$ cat src/rtl/msg_pkg.sv
`default_nettype none
// +--------------------------------------------------------------------+
// | msg_pkg : message geometry, field slicing and TX state encoding     |
// | Rev 1.0                                                             |
// +--------------------------------------------------------------------+
package msg_pkg;

   typedef enum logic [1:0] {
      TX_IDLE = 2'd0,
      TX_LOAD = 2'd1,
      TX_SEND = 2'd2,
      TX_WAIT = 2'd3
   } tx_state_t;

   function automatic int MSG_WIDTH(input int aw);
      return 2 * (aw + 1) + 4;
   endfunction

   // Fields come back zero-extended to a full UART byte.
   function automatic logic [7:0] msg_i(input logic [31:0] m, input int aw);
      logic [31:0] mask;
      mask = (32'd1 << (aw + 1)) - 32'd1;
      return 8'((m >> (aw + 5)) & mask);
   endfunction

   function automatic logic [7:0] msg_j(input logic [31:0] m, input int aw);
      logic [31:0] mask;
      mask = (32'd1 << (aw + 1)) - 32'd1;
      return 8'((m >> 4) & mask);
   endfunction

   function automatic logic [7:0] msg_status(input logic [31:0] m);
      return 8'(m & 32'h0000_000F);
   endfunction

endpackage
`default_nettype wire

$ cat src/rtl/sync_fifo.sv
`default_nettype none
// +--------------------------------------------------------------------+
// | sync_fifo : first-word fall-through FIFO, async active-high reset   |
// | Rev 1.0                                                             |
// +--------------------------------------------------------------------+
module sync_fifo #(
   parameter int WIDTH = 8,
   parameter int DEPTH = 4
) (
   input  logic             clk,
   input  logic             rst,
   input  logic             push,
   input  logic             pop,
   input  logic [WIDTH-1:0] din,
   output logic [WIDTH-1:0] dout,
   output logic             full,
   output logic             empty
);
   localparam int PW = $clog2(DEPTH);

   logic [WIDTH-1:0] mem_q [DEPTH];
   logic [PW:0]      wr_ptr_q, wr_ptr_d;
   logic [PW:0]      rd_ptr_q, rd_ptr_d;
   logic             do_push, do_pop;

   // Push is gated on the pre-edge full flag, so a same-cycle pop never makes room.
   always_comb begin
      do_push  = push && !full;
      do_pop   = pop && !empty;
      wr_ptr_d = wr_ptr_q + {{PW{1'b0}}, do_push};
      rd_ptr_d = rd_ptr_q + {{PW{1'b0}}, do_pop};
   end

   assign empty = (wr_ptr_q == rd_ptr_q);
   assign full  = (wr_ptr_q[PW] != rd_ptr_q[PW]) && (wr_ptr_q[PW-1:0] == rd_ptr_q[PW-1:0]);
   assign dout  = mem_q[rd_ptr_q[PW-1:0]];

   always_ff @(posedge clk or posedge rst) begin
      if (rst) begin
         wr_ptr_q <= '0;
         rd_ptr_q <= '0;
      end else begin
         wr_ptr_q <= wr_ptr_d;
         rd_ptr_q <= rd_ptr_d;
      end
   end

   always_ff @(posedge clk) begin
      if (do_push) begin
         mem_q[wr_ptr_q[PW-1:0]] <= din;
      end
   end

endmodule
`default_nettype wire

$ cat src/rtl/uart_msg_bridge.sv
`default_nettype none
// +--------------------------------------------------------------------+
// | uart_msg_bridge : UART byte stream <-> cell message bridge          |
// | Rev 1.0                                                             |
// +--------------------------------------------------------------------+
module uart_msg_bridge
   import msg_pkg::*;
#(
   parameter int N          = 16,
   parameter int ADDR_WIDTH = 4,
   parameter int DEPTH      = 4,
   parameter int TIMEOUT    = 1000000,
   localparam int MW        = MSG_WIDTH(ADDR_WIDTH)
) (
   input  logic          clk,
   input  logic          rst,
   input  logic [7:0]    rxdata,
   input  logic          rxfinish,
   output logic [7:0]    txdata,
   output logic          send,
   input  logic          txdone,
   output logic [MW-1:0] rxmessage,
   output logic          rxvalid,
   input  logic          ack_rxmessage,
   input  logic [MW-1:0] txmessage,
   input  logic          txvalid,
   output logic          ack_txmessage,
   output logic          frame_error,
   output logic [7:0]    drop_count
);
   localparam int            FW     = ADDR_WIDTH + 1;
   localparam int            TW     = $clog2(TIMEOUT + 1);
   localparam logic [FW:0]   N_LIM  = N[FW:0];
   localparam logic [TW-1:0] TO_LIM = TIMEOUT[TW-1:0];

   // ---------------- RX assembler ----------------
   logic [1:0]    idx_q, idx_d;
   logic [TW-1:0] cnt_q, cnt_d;
   logic [FW-1:0] i_q, i_d, j_q, j_d;
   logic          ferr_q, ferr_d;
   logic [7:0]    drop_q, drop_d;
   logic          frame_done, in_range, rx_push, rx_full, rx_empty;
   logic [MW-1:0] rx_din, rx_dout;
   logic          unused_rx_bits;

   assign unused_rx_bits = ^rxdata[7:FW];
   assign in_range = ({1'b0, i_q} < N_LIM) && ({1'b0, j_q} < N_LIM);
   assign rx_din   = {i_q, j_q, rxdata[3:0]};

   always_comb begin
      idx_d      = idx_q;
      cnt_d      = cnt_q;
      i_d        = i_q;
      j_d        = j_q;
      ferr_d     = 1'b0;
      drop_d     = drop_q;
      frame_done = 1'b0;
      if (rxfinish) begin
         cnt_d = '0;
         case (idx_q)
            2'd0: begin
               i_d   = rxdata[FW-1:0];
               idx_d = 2'd1;
            end
            2'd1: begin
               j_d   = rxdata[FW-1:0];
               idx_d = 2'd2;
            end
            default: begin
               idx_d      = 2'd0;
               frame_done = 1'b1;
            end
         endcase
      end else if (idx_q != 2'd0) begin
         if (cnt_q + TW'(1) == TO_LIM) begin
            idx_d  = 2'd0;
            cnt_d  = '0;
            ferr_d = 1'b1;
         end else begin
            cnt_d = cnt_q + TW'(1);
         end
      end
      rx_push = frame_done && in_range && !rx_full;
      if (frame_done && !rx_push && (drop_q != 8'hFF)) begin
         drop_d = drop_q + 8'd1;
      end
   end

   always_ff @(posedge clk or posedge rst) begin
      if (rst) begin
         idx_q  <= 2'd0;
         cnt_q  <= '0;
         i_q    <= '0;
         j_q    <= '0;
         ferr_q <= 1'b0;
         drop_q <= 8'd0;
      end else begin
         idx_q  <= idx_d;
         cnt_q  <= cnt_d;
         i_q    <= i_d;
         j_q    <= j_d;
         ferr_q <= ferr_d;
         drop_q <= drop_d;
      end
   end

   sync_fifo #(.WIDTH(MW), .DEPTH(DEPTH)) u_rx_fifo (
      .clk   (clk),
      .rst   (rst),
      .push  (rx_push),
      .pop   (ack_rxmessage),
      .din   (rx_din),
      .dout  (rx_dout),
      .full  (rx_full),
      .empty (rx_empty)
   );

   assign rxvalid     = !rx_empty;
   assign rxmessage   = rx_empty ? '0 : rx_dout;
   assign frame_error = ferr_q;
   assign drop_count  = drop_q;

   // ---------------- TX accept ----------------
   logic          ack_q, ack_d;
   logic          tx_push, tx_pop, tx_full, tx_empty;
   logic [MW-1:0] tx_dout;

   // The cycle after an ack is blind to txvalid so a held request is not re-pushed.
   always_comb begin
      tx_push = txvalid && !tx_full && !ack_q;
      ack_d   = tx_push;
   end

   always_ff @(posedge clk or posedge rst) begin
      if (rst) ack_q <= 1'b0;
      else     ack_q <= ack_d;
   end

   assign ack_txmessage = ack_q;

   sync_fifo #(.WIDTH(MW), .DEPTH(DEPTH)) u_tx_fifo (
      .clk   (clk),
      .rst   (rst),
      .push  (tx_push),
      .pop   (tx_pop),
      .din   (txmessage),
      .dout  (tx_dout),
      .full  (tx_full),
      .empty (tx_empty)
   );

   // ---------------- TX serialiser ----------------
   tx_state_t     state_q;
   logic [1:0]    tidx_q;
   logic [MW-1:0] msg_q;
   logic [7:0]    txdata_q, cur_byte;
   logic          send_q;

   assign tx_pop = (state_q == TX_IDLE) && !tx_empty;

   always_comb begin
      case (tidx_q)
         2'd0:    cur_byte = msg_i(32'(msg_q), ADDR_WIDTH);
         2'd1:    cur_byte = msg_j(32'(msg_q), ADDR_WIDTH);
         default: cur_byte = msg_status(32'(msg_q));
      endcase
   end

   always_ff @(posedge clk or posedge rst) begin
      if (rst) begin
         state_q  <= TX_IDLE;
         tidx_q   <= 2'd0;
         msg_q    <= '0;
         txdata_q <= 8'd0;
         send_q   <= 1'b0;
      end else begin
         send_q <= 1'b0;
         case (state_q)
            TX_IDLE: begin
               if (!tx_empty) begin
                  msg_q   <= tx_dout;
                  tidx_q  <= 2'd0;
                  state_q <= TX_LOAD;
               end
            end
            TX_LOAD: begin
               txdata_q <= cur_byte;
               send_q   <= 1'b1;
               state_q  <= TX_SEND;
            end
            TX_SEND: state_q <= TX_WAIT;
            TX_WAIT: begin
               if (txdone) begin
                  if (tidx_q == 2'd2) begin
                     state_q <= TX_IDLE;
                  end else begin
                     tidx_q  <= tidx_q + 2'd1;
                     state_q <= TX_LOAD;
                  end
               end
            end
            default: state_q <= TX_IDLE;
         endcase
      end
   end

   assign txdata = txdata_q;
   assign send   = send_q;

endmodule
`default_nettype wire

$ cat config.mk
export PLATFORM = sky130hd
export DESIGN_NAME = uart_msg_bridge
export DESIGN_NICKNAME = d
export VERILOG_FILES = /design/src/rtl/msg_pkg.sv /design/src/rtl/sync_fifo.sv /design/src/rtl/uart_msg_bridge.sv
export SDC_FILE = /design/constraint.sdc
export NUM_CORES = 1
export LEC_CHECK = 0
export BUFFER_PORTS_ARGS = -buffer_cell sky130_fd_sc_hd__buf_2
export CELL_PAD_IN_SITES_DETAIL_PLACEMENT = 1
export CELL_PAD_IN_SITES_GLOBAL_PLACEMENT = 2
export CORE_AREA = 2 2 175 143
export DETAILED_ROUTE_END_ITERATION = 12
export DIE_AREA = 0 0 177 145
export HOLD_SLACK_MARGIN = 0.05
export PLACE_DENSITY_LB_ADDON = 0.1
export SLEW_MARGIN = 30
export SYNTH_ARGS = -nofsm -noshare
export SYNTH_HDL_FRONTEND = slang
export SYNTH_SLANG_ARGS = --single-unit
$ cat constraint.sdc
create_clock -name clk -period 3.8 [get_ports clk]
set_clock_uncertainty 0.05 [all_clocks]
set_input_delay 0.19 -clock clk [delete_from_list [all_inputs] [get_ports clk]]
set_output_delay 0.19 -clock clk [all_outputs]
set_load 0.02 [all_outputs]
# == Word level (Yosys, flattened, before mapping) ==
# Memory sizes are Yosys's and may differ from the RTL's. A register that Yosys moved wholly into a read port is not among the register bits.
# Cells that the tools add are included.
# word_totals
wordCells,105
ramBits,112
reg_bits,67
mem_count,2
# memory_table
memory,depth,width,read_ports,rd_ports_with_merged_regs,wr,line_no,rtl
u_rx_fifo.mem_q,4,14,1,0,1,sync_fifo.sv:21,logic [WIDTH-1:0] mem_q [DEPTH];
u_tx_fifo.mem_q,4,14,1,1,1,sync_fifo.sv:21,
# classes
n_bitwise,1
n_addsub,7
reduce_logical,34
magnitude_cmp,2
muxes,27
n_eq_ne,17
# op_table
cell,n
2-to-1 mux 20 bit,3
adder 20 x 1 -> 20 bit (second input constant),1
equality test 20 bit (second input constant),1
2-to-1 mux 2 bit,8
logical AND 1 bit,14
2-to-1 mux 14 bit,1
adder 3 x 1 -> 3 bit,4
2-to-1 mux 1 bit,11
less-than comparator 5 bit (second input constant),2
case mux 5 bit (2 select lines),1
AND reduction 2 bit,5
adder 8 x 1 -> 8 bit (second input constant),1
!= test 8 bit (second input constant),1
case mux 2 bit (2 select lines),2
case mux 2 bit (4 select lines),1
nonzero test 2 bit,4
equality test 2 x 1 -> 1 bit (second input constant),3
equality test 2 bit (second input constant),3
equality test 3 bit,2
zero test 1 bit,6
zero test 2 bit,3
!= test 2 bit (second input constant),3
equality test 2 bit,2
AND reduction 4 bit,1
other kinds (4),5

# == Logic depth before layout (Yosys ltp) ==
# Gate-level depths: netlist of run 1.
# depth
depth_word,9
ltp_mapped,10
ltp_nobuf,8

# == By module ==
# Synthesis of run 1 repeated with hierarchy kept, for this count alone.
# unflattened
cells_unflattened,570
area_unflattened_um2,8506.9
# modules_own_cells
module,cells_each,area_per_inst_um2,instances
uart_msg_bridge,359,3679.8,1
sync_fifo (u_rx_fifo),106,2422.3,1
sync_fifo (u_tx_fifo),105,2404.8,1

# == Least setup slack after synthesis of run 1 ==
# Ideal clock, no wire load.
# synth_timing
kind,register to register
startpoint,reg u_rx_fifo.rd_ptr_q[1]
endpoint,"mem u_rx_fifo.mem_q[0][0] (netlist bit), enable pin"
slack_ps,848
setup_ps,406
path_stages_with_launch,6
required_time_ps,3344
arrival_ps,2496
cell_sequence,dfrtp_1 -> clkbuf_1 -> xor2_1 -> nor2_1 -> a2111oi_2 -> nor3b_1
# synth_via
elab_chain_cells,7
# synth_lines
item,line_no,rtl
start: declaration,sync_fifo.sv:23,"logic [PW:0] rd_ptr_q, rd_ptr_d;"
start signal: assignment,sync_fifo.sv:44,rd_ptr_q <= rd_ptr_d;
equality test 2 bit *,sync_fifo.sv:35,assign full = (wr_ptr_q[PW] != rd_ptr_q[PW]) && (wr_ptr_q[PW-1:0] == rd_ptr_q[PW-1:0]);
logical AND 1 bit *,sync_fifo.sv:35,
zero test 1 bit *,"sync_fifo.sv:28, uart_msg_bridge.sv:83",
logical AND 1 bit,uart_msg_bridge.sv:83,rx_push = frame_done && in_range && !rx_full;
logical AND 1 bit *,sync_fifo.sv:28,do_push = push && !full;
2-to-1 mux 1 bit *,sync_fifo.sv:49,if (do_push) begin
2-to-1 mux 1 bit (implied by the code) *,sync_fifo.sv:50,mem_q[wr_ptr_q[PW-1:0]] <= din;
end: declaration,sync_fifo.sv:21,
# Mark *: on every way between the ends. The rest lies on a longest branch, timed or not.

# == Worst setup path after layout of run 1 ==
# layout_timing
startpoint,reg cnt_q[8]
endpoint,reg cnt_q[7]
# layout_via
elab_chain_cells,5
# layout_lines
item,line_no,rtl
start: declaration,uart_msg_bridge.sv:38,"logic [TW-1:0] cnt_q, cnt_d;"
start signal: assignment,uart_msg_bridge.sv:99,cnt_q <= cnt_d;
adder 20 x 1 -> 20 bit,uart_msg_bridge.sv:75,if (cnt_q + TW'(1) == TO_LIM) begin
equality test 20 bit,uart_msg_bridge.sv:75,
2-to-1 mux 20 bit,uart_msg_bridge.sv:75,
2-to-1 mux 20 bit,uart_msg_bridge.sv:74,end else if (idx_q != 2'd0) begin
2-to-1 mux 20 bit,uart_msg_bridge.sv:58,if (rxfinish) begin
# No other way between the ends. The select of a mux whose other input is x is not followed.
# A chain may end at the register's enable or synchronous reset.

==> results of run 1 <==
[critical path, cell delays in order (launching register included)]
cell     delay [ns]
dfrtp_1        0.53
nand3_1        0.26
or4_2          0.67
xor2_1         0.19
nand4_1        0.11
or4b_4         0.66
and2_4         0.21
a221o_1        0.31
[what timing repair did]
| item | in CTS | in global routing |
|---|---|---|
| hold buffers | 21 | 0 |
| hold endpoints to repair | 135 | 0 |
| setup endpoints to repair | 0 | 0 |
| setup buffers | 0 | 0 |
[per-layer routing]
metal	global-route usage	part of all wire
met1	0.204	0.48
met2	0.237	0.47
met3	0.0322	0.041
met4	0.0360	0.0086
met5	0	0.00045
[worst max-delay path by stage]
| stage | startpoint | to | slack [ns] | cells past startpoint |
|---|---|---|---|---|
| detailed placement | cnt_q[8] | cnt_q[7] | 0.71 | 7 |
| global placement | cnt_q[8] | cnt_q[7] | 0.71 | 7 |
| floorplan | u_rx_fifo.rd_ptr_q[1] | u_rx_fifo.mem_q[0][0] | 0.85 | 5 |
| global route | cnt_q[1] | cnt_q[7] | 0.55 | 8 |
| finish | cnt_q[8] | cnt_q[7] | 0.69 | 7 |
| CTS | cnt_q[8] | cnt_q[7] | 0.67 | 7 |
[cell families after synthesis]
family / after synthesis
fa+ha+maj: 18
xor+xnor: 29
mux: 53
other cells: 1
buf+inv: 42
flops: 190
compound gates: 59
simple gates: 158
[power by group through the flow]
stage          sequential, uW  clock (uW)  combinational, uW
6_report                 3030        1720               2270
5_1_grt                  3100        1870               2500
4_1_cts                  3040        1790               2340
3_5_place_dp             3080           0               2320
3_3_place_gp             3040           0               2260
2_1_floorplan            3050           0               1550
[sequential cells by signal (all words and copies together) (netlist names), 2 cells and up]
register,count
i_q,5
u_tx_fifo.rd_ptr_q,3
cnt_q,20
drop_count,8
u_tx_fifo.mem_q,56
u_rx_fifo.rd_ptr_q,3
u_rx_fifo.mem_q,56
state_q,2
txdata,5
idx_q,2
j_q,5
tidx_q,2
u_tx_fifo.wr_ptr_q,3
msg_q,14
u_rx_fifo.wr_ptr_q,3
[synthesized netlist by cell type, types with 3 or more instances]
library cell  count  area share
buf_4             8      0.0073
mux4_2           28       0.077
nand4_1          13      0.0099
mux2_2           25       0.034
edfxtp_1        112        0.41
xnor2_1           8      0.0085
a31oi_1          12      0.0091
nand2_1          35       0.016
xor2_1           21       0.022
ha_1             18       0.027
and3_1            6      0.0046
a22oi_1           5      0.0046
a22o_1            3      0.0032
buf_1             3      0.0014
dfrtp_1          78        0.24
o21ai_0           9      0.0055
nor2_2            3      0.0023
nor3_1            8      0.0049
a21oi_1           9      0.0055
clkbuf_1         12      0.0055
nor3b_1           5      0.0046
nor2b_1          15       0.011
nand4b_1          3      0.0032
nand3_1          15      0.0091
or3_1             4      0.0030
inv_1            16      0.0073
nor2_1           28       0.013
[final cells by class]
cell class                      count  area (um2)
Clock buffer                       18         429
Tap cell                          318         398
Fill cell                        2446       14200
Multi-Input combinational cell    320        2730
Clock inverter                     14         153
Timing Repair Buffer               92         606
Sequential cell                   190        5320
Inverter                           16        65.1
[through the flow]
stage	hold WS, ns	instance area [um2]	std cells
2_1_floorplan	0.239	8230	552
3_3_place_gp	0.349	8900	915
3_5_place_dp	0.232	8910	915
4_1_cts	0.0760	9700	968
5_1_grt	0.129	9700	968
6_report	0.0936	9700	968
==> key figures, run 1 <==
Die
  • Num rows: 51
  • Initial Util: 0.343
  • Die width: 177 um
  • Core ar.: 23900 um2
  • Die Ht: 145 um
  • Die area: 25700 um2
  • I/O pin cnt: 62

Setup path
  • WP data arrival: 3.36 ns
  • Reg-to-reg endpoint: cnt_q[7]
  • Critical path fanouts, max: 12
  • Worst Setup Start Kind: flip-flop
  • RR Startpoint: cnt_q[8]
  • Worst setup path class: reg -> reg
  • WP data required: 4.05 ns
  • Reg-to-reg slack, setup: 0.69 ns
  • Worst r2r path cells: 7
  • Crit end category: flip-flop

STA
  • Unrepaired setup endpoints after global routing: no
  • Fmax: 321 MHz
  • Slew @ Worst Pin: 0.869 ns
  • Setup-failing EPs final: 0
  • Max_slew headroom: 0.417
  • Setup TNS: 0 ns
  • Endpoints failing hold: 0
  • Max-slew violation count: 0
  • Final worst path period share: 0.819
  • Final setup margin: 0.688 ns
  • Post-layout min period: 3.11 ns

Synthesis
  • #FFs+latches synth: 190
  • Cell variety after synth: 66
  • Synth Area in Adders: 0.0274
  • Yosys warning count: 0
  • Syn_area_per_cell: 14.9 um2
  • Sequential share of the synthesized area: 0.647
  • Mux contribution to synthesized area: 0.111
  • Largest family of logic cells by synthesized area: multiplexers
  • Top_reg_cell synth: edfxtp_1
  • Post-synth ARST share: 0.411
  • Xor/xnor share of the synthesized area: 0.0309
  • Number of cells produced by synthesis: 550
  • Number of synthesized flops with an enable pin: 112
  • Post-synthesis simple-gate area fraction: 0.107
  • Mapped cell area: 8220 um2
  • Synth Area in Compound Gates: 0.0522

Power
  • Flop pwr share: 0.431
  • Psw: 2430 uW
  • Clock Power Share: 0.246
  • Total power: 7020 uW
  • LEAKAGE: 0.00373 uW
  • Peak supply drop: 283 uV
  • Switching portion of total power: 0.347
  • Int Pwr: 4590 uW
  • Combinational Power Share: 0.323
  • Pwr Density: 724 nW/um2

Place
  • Pre-CTS setup slack: 0.708 ns
  • DP Wirelength: 11.7 mm
  • Final GP Congestion: 0.768
  • Port buffer count: 55

Worst hold path
  • Hold Path Depth: 3
  • HP Class: in -> reg
  • Hold_sp: ack_rxmessage
  • Worst hold path endpoint: u_rx_fifo.rd_ptr_q[0]

Route
  • DR vias/cell: 4.96
  • Drc violations: 0
  • WL/cell: 18.5 um
  • Post-route ant nets: 0
  • Via total after detailed routing: 4805
  • DR iter-0 viols: 257
  • Drt first pass iters: 4
  • Post-Route WL: 17.9 mm

Run
  • Max Cap Viol: 0

Clock tree
  • CTS Sinks: 190
  • # resized after CTS: 0
  • CTS clock-pin slew for the worst setup and hold paths: 0.08 ns
  • Worst-Skew Late Latency: 0.43 ns
  • Clock root buffer: clkbuf_16
  • CTS Buffer Depth: 2
  • TritonCTS Buffers: 17
  • CTS tree: built
  • H-tree depth: 4

Final layout
  • Layout area overhead: 18.0%
  • Commonest non-fill, non-tap cell in the layout: edfxtp_1
  • Fin util: 0.405
  • Layout Nets: 683
  • Layout cell share with drive strength beyond 1: 0.275
  • Ant. Diodes: 0
  • Most frequent cells in the layout: edfxtp_1, dfrtp_1, buf_2, nand2_1

GRT
  • Vias in the first global route: 5117
  • Initial antenna violation count: 1
  • Aggregate global-route resource usage: 0.148
  • Total grt overflow: 0
  • Largest net degree at the start of global routing: 56
  • Global-route wire length before repair: 28.8 mm

Status
  • Status: complete, no violations
Power figures use the tool's default switching activity.
==> inputs of run 2 (changes only) <==
--- a/config.mk
+++ b/config.mk
@@ -5,12 +5,13 @@
 export SDC_FILE = /design/constraint.sdc
 export NUM_CORES = 1
 export LEC_CHECK = 0
+export ABC_AREA = 1
 export BUFFER_PORTS_ARGS = -buffer_cell sky130_fd_sc_hd__buf_2
 export CELL_PAD_IN_SITES_DETAIL_PLACEMENT = 1
 export CELL_PAD_IN_SITES_GLOBAL_PLACEMENT = 2
-export CORE_AREA = 2 2 175 143
+export CORE_AREA = 2 2 176 143
 export DETAILED_ROUTE_END_ITERATION = 12
-export DIE_AREA = 0 0 177 145
+export DIE_AREA = 0 0 178 145
 export HOLD_SLACK_MARGIN = 0.05
 export PLACE_DENSITY_LB_ADDON = 0.1
 export SLEW_MARGIN = 30
==> constraint.sdc (replaced) <==
create_clock -name clk -period 2.8 [get_ports clk]
set_clock_uncertainty 0.05 [all_clocks]
set_input_delay 0.14 -clock clk [delete_from_list [all_inputs] [get_ports clk]]
set_output_delay 0.14 -clock clk [all_outputs]
set_load 0.02 [all_outputs]
==> key figures, run 2 <==
Setup path
  • Critical path's slowest cell: dfrtp_1
  • Worst r2r path cells: 13 (+6)
  • Cells along the critical path: nand2_1 -> nor2_1 -> nand2_1 -> nand2_1 -> nand2_1 -> nor2_1 -> nand2_1 -> nor2_1 -> nand2_1 -> nor2_1 -> nand2_2 -> nand3_1 -> o21ai_0
  • Max stage delay on crit path: 0.53 ns (-0.14 ns)
  • WP data arrival: 2.58 ns (-0.78 ns)
  • Worst Setup Start Kind: flip-flop
  • WP data required: 3.05 ns (-1.00 ns)
  • Critical path fanouts, max: 12 (unchanged)
  • Reg-to-reg slack, setup: 0.47 ns (-0.21 ns)
  • Worst setup path class: reg -> reg
  • Most used cell, CP: nand2_1
  • Crit end category: flip-flop

Route
  • Drt first pass iters: 4 (unchanged)
  • WL/cell: 16.6 um (-11%)
  • Post-Route WL: 19.9 mm (+11%)
  • Drc violations: 0 (unchanged)
  • Post-route ant nets: 0 (unchanged)
  • Via total after detailed routing: 5787 (+20%)
  • DR iter-0 viols: 320 (+25%)
  • DR vias/cell: 4.81 (-3.0%)

Run
  • Max Cap Viol: 0 (unchanged)

Synthesis
  • Top cells by area, synth: edfxtp_1, dfrtp_1, nor2_1
  • Top_reg_cell synth: edfxtp_1
  • Post-synth ARST share: 0.411 (unchanged)
  • Most frequent cell after synthesis: nor2_1
  • Number of synthesized flops with an enable pin: 112 (unchanged)
  • Top cell type's share of synthesized area: 0.404 (-0.00541)
  • Syn_area_per_cell: 10.6 um2 (-29%)
  • Sequential share of the synthesized area: 0.638 (-0.00855)
  • Number of cells produced by synthesis: 787 (+43%)
  • #FFs+latches synth: 190 (unchanged)
  • Commonest cells in the netlist: nor2_1, nand2_1, edfxtp_1
  • Mapped cell area: 8330 um2 (+1.3%)
  • Yosys warning count: 0 (unchanged)
  • Cell variety after synth: 38 (-42%)
  • Yosys top cell by area: edfxtp_1

Die
  • I/O pin cnt: 62 (unchanged)
  • Core ar.: 24100 um2 (+0.53%)
  • Num rows: 51 (unchanged)
  • Die Ht: 145 um (unchanged)
  • Initial Util: 0.346 (+0.00275)
  • Die area: 25800 um2 (+0.56%)
  • Die width: 178 um (+0.56%)

Worst hold path
  • Hold Path Depth: 3 (unchanged)
  • HP Class: in -> reg

GRT
  • Aggregate global-route resource usage: 0.164 (+0.0165)
  • Largest net degree at the start of global routing: 45 (-20%)
  • Global-route wire length before repair: 32.7 mm (+14%)
  • Vias in the first global route: 6215 (+21%)
  • Total grt overflow: 0 (unchanged)
  • Initial antenna violation count: 0 (-1)

Clock tree
  • CTS Buffer Depth: 2 (unchanged)
  • CTS Sinks: 190 (unchanged)
  • Post-CTS Setup Repair Bufs: 0 (unchanged)
  • TritonCTS Buffers: 17 (unchanged)
  • Worst-Skew Late Latency: 0.44 ns (about the same)
  • H-tree depth: 4 (unchanged)
  • Clock root buffer: clkbuf_16
  • # resized after CTS: 0 (unchanged)
  • Post-cts hold buffer count: 22 (+4.8%)
  • CTS clock-pin slew for the worst setup and hold paths: 0.08 ns (about the same)
  • CTS tree: built

Power
  • LEAKAGE: 0.00397 uW (+6.3%)
  • Pwr Density: 994 nW/um2 (+37%)
  • Combinational Power Share: 0.349 (+0.026)
  • Clock Power Share: 0.229 (-0.017)
  • Switching portion of total power: 0.389 (+0.0420)
  • Flop pwr share: 0.422 (-0.009)
  • Psw: 3790 uW (+56%)
  • Int Pwr: 5960 uW (+30%)
  • Peak supply drop: 406 uV (+43%)
  • Total power: 9740 uW (+39%)

Place
  • Final GP Congestion: 0.749 (-2.4%)
  • Port buffer count: 55 (unchanged)
  • Pre-CTS setup slack: 0.486 ns (-0.222 ns)
  • DP Wirelength: 13.2 mm (+13%)

STA
  • Final worst path period share: 0.831 (+0.0116)
  • Max_slew headroom: 0.419 (+0.00130)
  • Endpoints failing hold: 0 (unchanged)
  • Max-slew violation count: 0 (unchanged)
  • Final setup margin: 0.475 ns (-0.214 ns)
  • Setup-failing EPs final: 0 (unchanged)
  • Setup TNS: 0 ns (unchanged)
  • Unrepaired setup endpoints after global routing: no
  • Fmax: 430 MHz (+34%)
  • Post-layout min period: 2.33 ns (-0.786 ns)
  • Slew @ Worst Pin: 0.871 ns (+0.00182 ns)
  • Hold slack: 0.0746 ns (-0.0190 ns)

Final layout
  • Most frequent cells in the layout: nor2_1, nand2_1, edfxtp_1, dfrtp_1, o21ai_0
  • Layout area overhead: 17.7%
  • Ant. Diodes: 0 (unchanged)
  • Layout cell share with drive strength beyond 1: 0.160 (-0.116)
  • Layout Nets: 917 (+34%)
  • Commonest non-fill, non-tap cell in the layout: nor2_1

Status
  • Status: complete, no violations
-- run 2: cell types whose count changed in the layout (fill, tap and decap cells not counted), moves of 15 or more --
cell and delta:
o21ai_0 +61, nor2b_1 -15, nor2_1 +106, inv_1 +48, mux2_2 -23, mux4_2 -28
nand2_1 +88
-- run 2: per-stage QoR --
stage / instance area (um2) / cells / utilization
floorplan: 8340 / 789 / -
global placement: 9050 / 1148 / 0.376
detailed placement: 9050 / 1148 / 0.376
CTS: 9810 / 1202 / 0.408
global route: 9810 / 1202 / 0.408
finish: 9810 / 1202 / 0.408
-- run 2: cells by family after synthesis --
logic type               share of synthesized area
multiplexers                               0.00270
buffers and inverters                       0.0479
flip-flops                                   0.638
AND/OR/NAND/NOR                              0.180
AO/OA/AOI/OAI                               0.0828
adder cells (fa/ha/maj)                     0.0270
other                                     0.000450
XOR/XNOR                                    0.0210
-- run 2: area by class of cell --
type | count | area (um2)
Clock inverter | 13 | 91.3
Fill cell | 2663 | 14300
Timing Repair Buffer | 95 | 643
Clock buffer | 19 | 443
Inverter | 67 | 253
Multi-Input combinational cell | 500 | 2660
Tap cell | 318 | 398
Sequential cell | 190 | 5320
-- run 2: routing by layer --
metal / part of all wire / vias to the layer above / GRT usage
li1: - / 2823 / -
met1: 0.48 / 2878 / 0.215
met2: 0.49 / 64 / 0.273
met3: 0.024 / 22 / 0.0335
met4: 0.014 / 0 / 0.0504
met5: 0 / - / 0
-- run 2: worst paths after layout --
check | from | endpoint
max | cnt_q[2] | cnt_q[17]
min | txdone | state_q[0]
max reg2reg | cnt_q[2] | cnt_q[17]
min reg2reg | cnt_q[18] | cnt_q[18]
max in group asynchronous | rst | ack_txmessage
min in group asynchronous | rst | j_q[0]
-- run 2: worst max-delay path, delay by kind of cell, from the launching register on --
kind | cells | cell delay (ns)
AO/OA/AOI/OAI | 1 | 0.10
AND/OR/NAND/NOR | 12 | 1.50
flip-flops | 1 | 0.53
-- run 2: power groups by stage --
| stage | sequential (uW) | combinational, uW | clock [uW] |
|---|---|---|---|
| floorplan | 4150 | 2210 | 0 |
| detailed placement | 4180 | 3450 | 0 |
| global placement | 4150 | 3310 | 0 |
| finish | 4110 | 3400 | 2230 |
| CTS | 4130 | 3490 | 2310 |
| global route | 4200 | 3860 | 2430 |
==> inputs of run 3 (changes only) <==
==> constraint.sdc (replaced) <==
create_clock -name clk -period 2.1 [get_ports clk]
set_clock_uncertainty 0.05 [all_clocks]
set_input_delay 0.105 -clock clk [delete_from_list [all_inputs] [get_ports clk]]
set_output_delay 0.105 -clock clk [all_outputs]
set_load 0.02 [all_outputs]
==> key figures, run 3 (synthesis gave the netlist of run 2 again) <==
Status
  • Status: complete, no violations

Setup path
  • WP data arrival: 2.33 ns (-0.25 ns)
  • Worst Setup Start Kind: flip-flop
  • Worst setup path class: reg -> reg
  • Crit end category: flip-flop
  • Reg-to-reg slack, setup: 0.05 ns (-0.43 ns)
  • WP data required: 2.37 ns (-0.68 ns)
  • Critical path fanouts, max: 6 (-6)

Die
  • I/O pin cnt: 62 (unchanged)
  • Die width: 178 um (unchanged)
  • Num rows: 51 (unchanged)
  • Core ar.: 24100 um2 (unchanged)
  • Initial Util: 0.346 (unchanged)
  • Die area: 25800 um2 (unchanged)
  • Die Ht: 145 um (unchanged)

Route
  • Post-Route WL: 20.2 mm (+1.6%)
  • Post-route ant nets: 0 (unchanged)
  • Drc violations: 0 (unchanged)
  • WL/cell: 16.6 um (about the same)
  • DR iter-0 viols: 262 (-18%)
  • DR vias/cell: 4.82 (+0.18%)
  • Drt first pass iters: 4 (unchanged)
  • Via total after detailed routing: 5889 (+1.8%)

Final layout
  • Layout area overhead: 22.4%
  • Commonest non-fill, non-tap cell in the layout: nor2_1
  • Layout Nets: 936 (+2.1%)
  • Fin cells: 1221 (+1.6%)
  • Final Instance Area: 10200 um2 (+4.0%)
  • Ant. Diodes: 0 (unchanged)
  • Layout cell share with drive strength beyond 1: 0.198 (+0.0387)
  • Most frequent cells in the layout: nor2_1, nand2_1, edfxtp_1, dfrtp_1, o21ai_0

GRT
  • Initial antenna violation count: 0 (unchanged)
  • Largest net degree at the start of global routing: 65 (+44%)
  • Total grt overflow: 0 (unchanged)
  • Global-route wire length before repair: 33.7 mm (+3.1%)
  • Aggregate global-route resource usage: 0.168 (+0.00401)
  • Vias in the first global route: 6554 (+5.5%)

Power
  • Peak supply drop: 618 uV (+52%)
  • Pwr Density: 1320 nW/um2 (+33%)
  • LEAKAGE: 0.00414 uW (+4.5%)

STA
  • Setup TNS: 0 ns (unchanged)
  • Final worst path period share: 0.978 (+0.147)
  • Post-layout min period: 2.05 ns (-0.272 ns)
  • Fmax: 487 MHz (+13%)
  • Endpoints failing hold: 0 (unchanged)
  • Unrepaired setup endpoints after global routing: yes
  • Final setup margin: 0.0463 ns (-0.428 ns)
  • Max-slew violation count: 0 (unchanged)
  • Setup-failing EPs final: 0 (unchanged)

Place
  • Placed Instances: 1162 (+1.2%)
  • Final GP Congestion: 0.791 (+5.6%)
  • DP Area: 9260 um2 (+2.3%)
  • Pre-CTS setup slack: -0.129 ns (-0.615 ns)
  • Port buffer count: 55 (unchanged)
  • DP Wirelength: 13.5 mm (+2.6%)

Clock tree
  • H-tree depth: 4 (unchanged)
  • Clock root buffer: clkbuf_16
  • Worst-Skew Late Latency: 0.43 ns (about the same)
  • TritonCTS Buffers: 17 (unchanged)
  • CTS clock-pin slew for the worst setup and hold paths: 0.07 ns (about the same)
  • CTS Sinks: 190 (unchanged)
  • CTS Buffer Depth: 2 (unchanged)
  • CTS tree: built

Run
  • Max Cap Viol: 0 (unchanged)

Worst hold path
  • HP Class: in -> reg
[run 3: cell count changes in the layout (fill, tap and decap cells not counted), moves of 4 or more]
cell,delta
buf_12,+9
buf_4,+6
clkinv_2,-4
nand2_1,-4
nor2_1,-4
[run 3: power by group]
group	total [uW]	switching, uW	leakage [uW]	internal [uW]
Sequential	5480	578	0.00199	4910
Combinational	4860	3140	0.00187	1730
Clock	3160	1440	0.000281	1710
Total	13500	5160	0.00414	8340
[run 3: worst paths after layout]
path / start / to / cells after the start
max: cnt_q[0] / cnt_q[1] / 12
min: txvalid / ack_txmessage / 3
max reg2reg: cnt_q[0] / cnt_q[1] / 12
min reg2reg: u_rx_fifo.rd_ptr_q[2] / u_rx_fifo.rd_ptr_q[2] / 1
max in group asynchronous: rst / u_rx_fifo.wr_ptr_q[1] / 4
min in group asynchronous: rst / send / 3
[run 3: critical path: stages, from the launching register on]
cell     delay [ns]
dfrtp_1        0.42
ha_2           0.22
buf_4          0.10
nand3_1        0.10
xor2_1         0.18
nor2_1         0.14
nand2_1        0.09
nor2_2         0.10
nand2_2        0.09
nor2_4         0.17
nand2_4        0.12
nand4_1        0.10
nand2_1        0.06
[run 3: final cells by class]
type | count | area [um2]
Clock buffer | 23 | 500
Clock inverter | 9 | 73.8
Fill cell | 2649 | 13900
Inverter | 67 | 255
Multi-Input combinational cell | 501 | 2750
Sequential cell | 190 | 5320
Tap cell | 318 | 398
Timing Repair Buffer | 113 | 905
[run 3: routing by layer]
| metal | vias to the layer above | part of all wire | global-route usage |
|---|---|---|---|
| li1 | 2878 | - | - |
| met2 | 60 | 0.51 | 0.291 |
| met5 | - | 0 | 0 |
| met4 | 0 | 0.011 | 0.0496 |
| met1 | 2937 | 0.46 | 0.211 |
| met3 | 14 | 0.023 | 0.0346 |
[run 3: metrics by stage]
step           utilization  hold WS, ns  total power, uW
2_1_floorplan            -        0.154             8470
3_3_place_gp         0.385       0.0597            10100
3_5_place_dp         0.385       0.0645            10400
4_1_cts              0.420       0.0612            13600
5_1_grt              0.424        0.102            14500
6_report             0.424       0.0687            13500
[run 3: timing repair]
item | in CTS | in global routing
hold buffers | 23 | 0
setup buffers | 1 | 2
resized for setup | 9 | 25
endpoints found under the setup margin | 17 | 27
cloned | 1 | 0
endpoints found under the hold margin | 165 | 0
pin swaps | 2 | 10
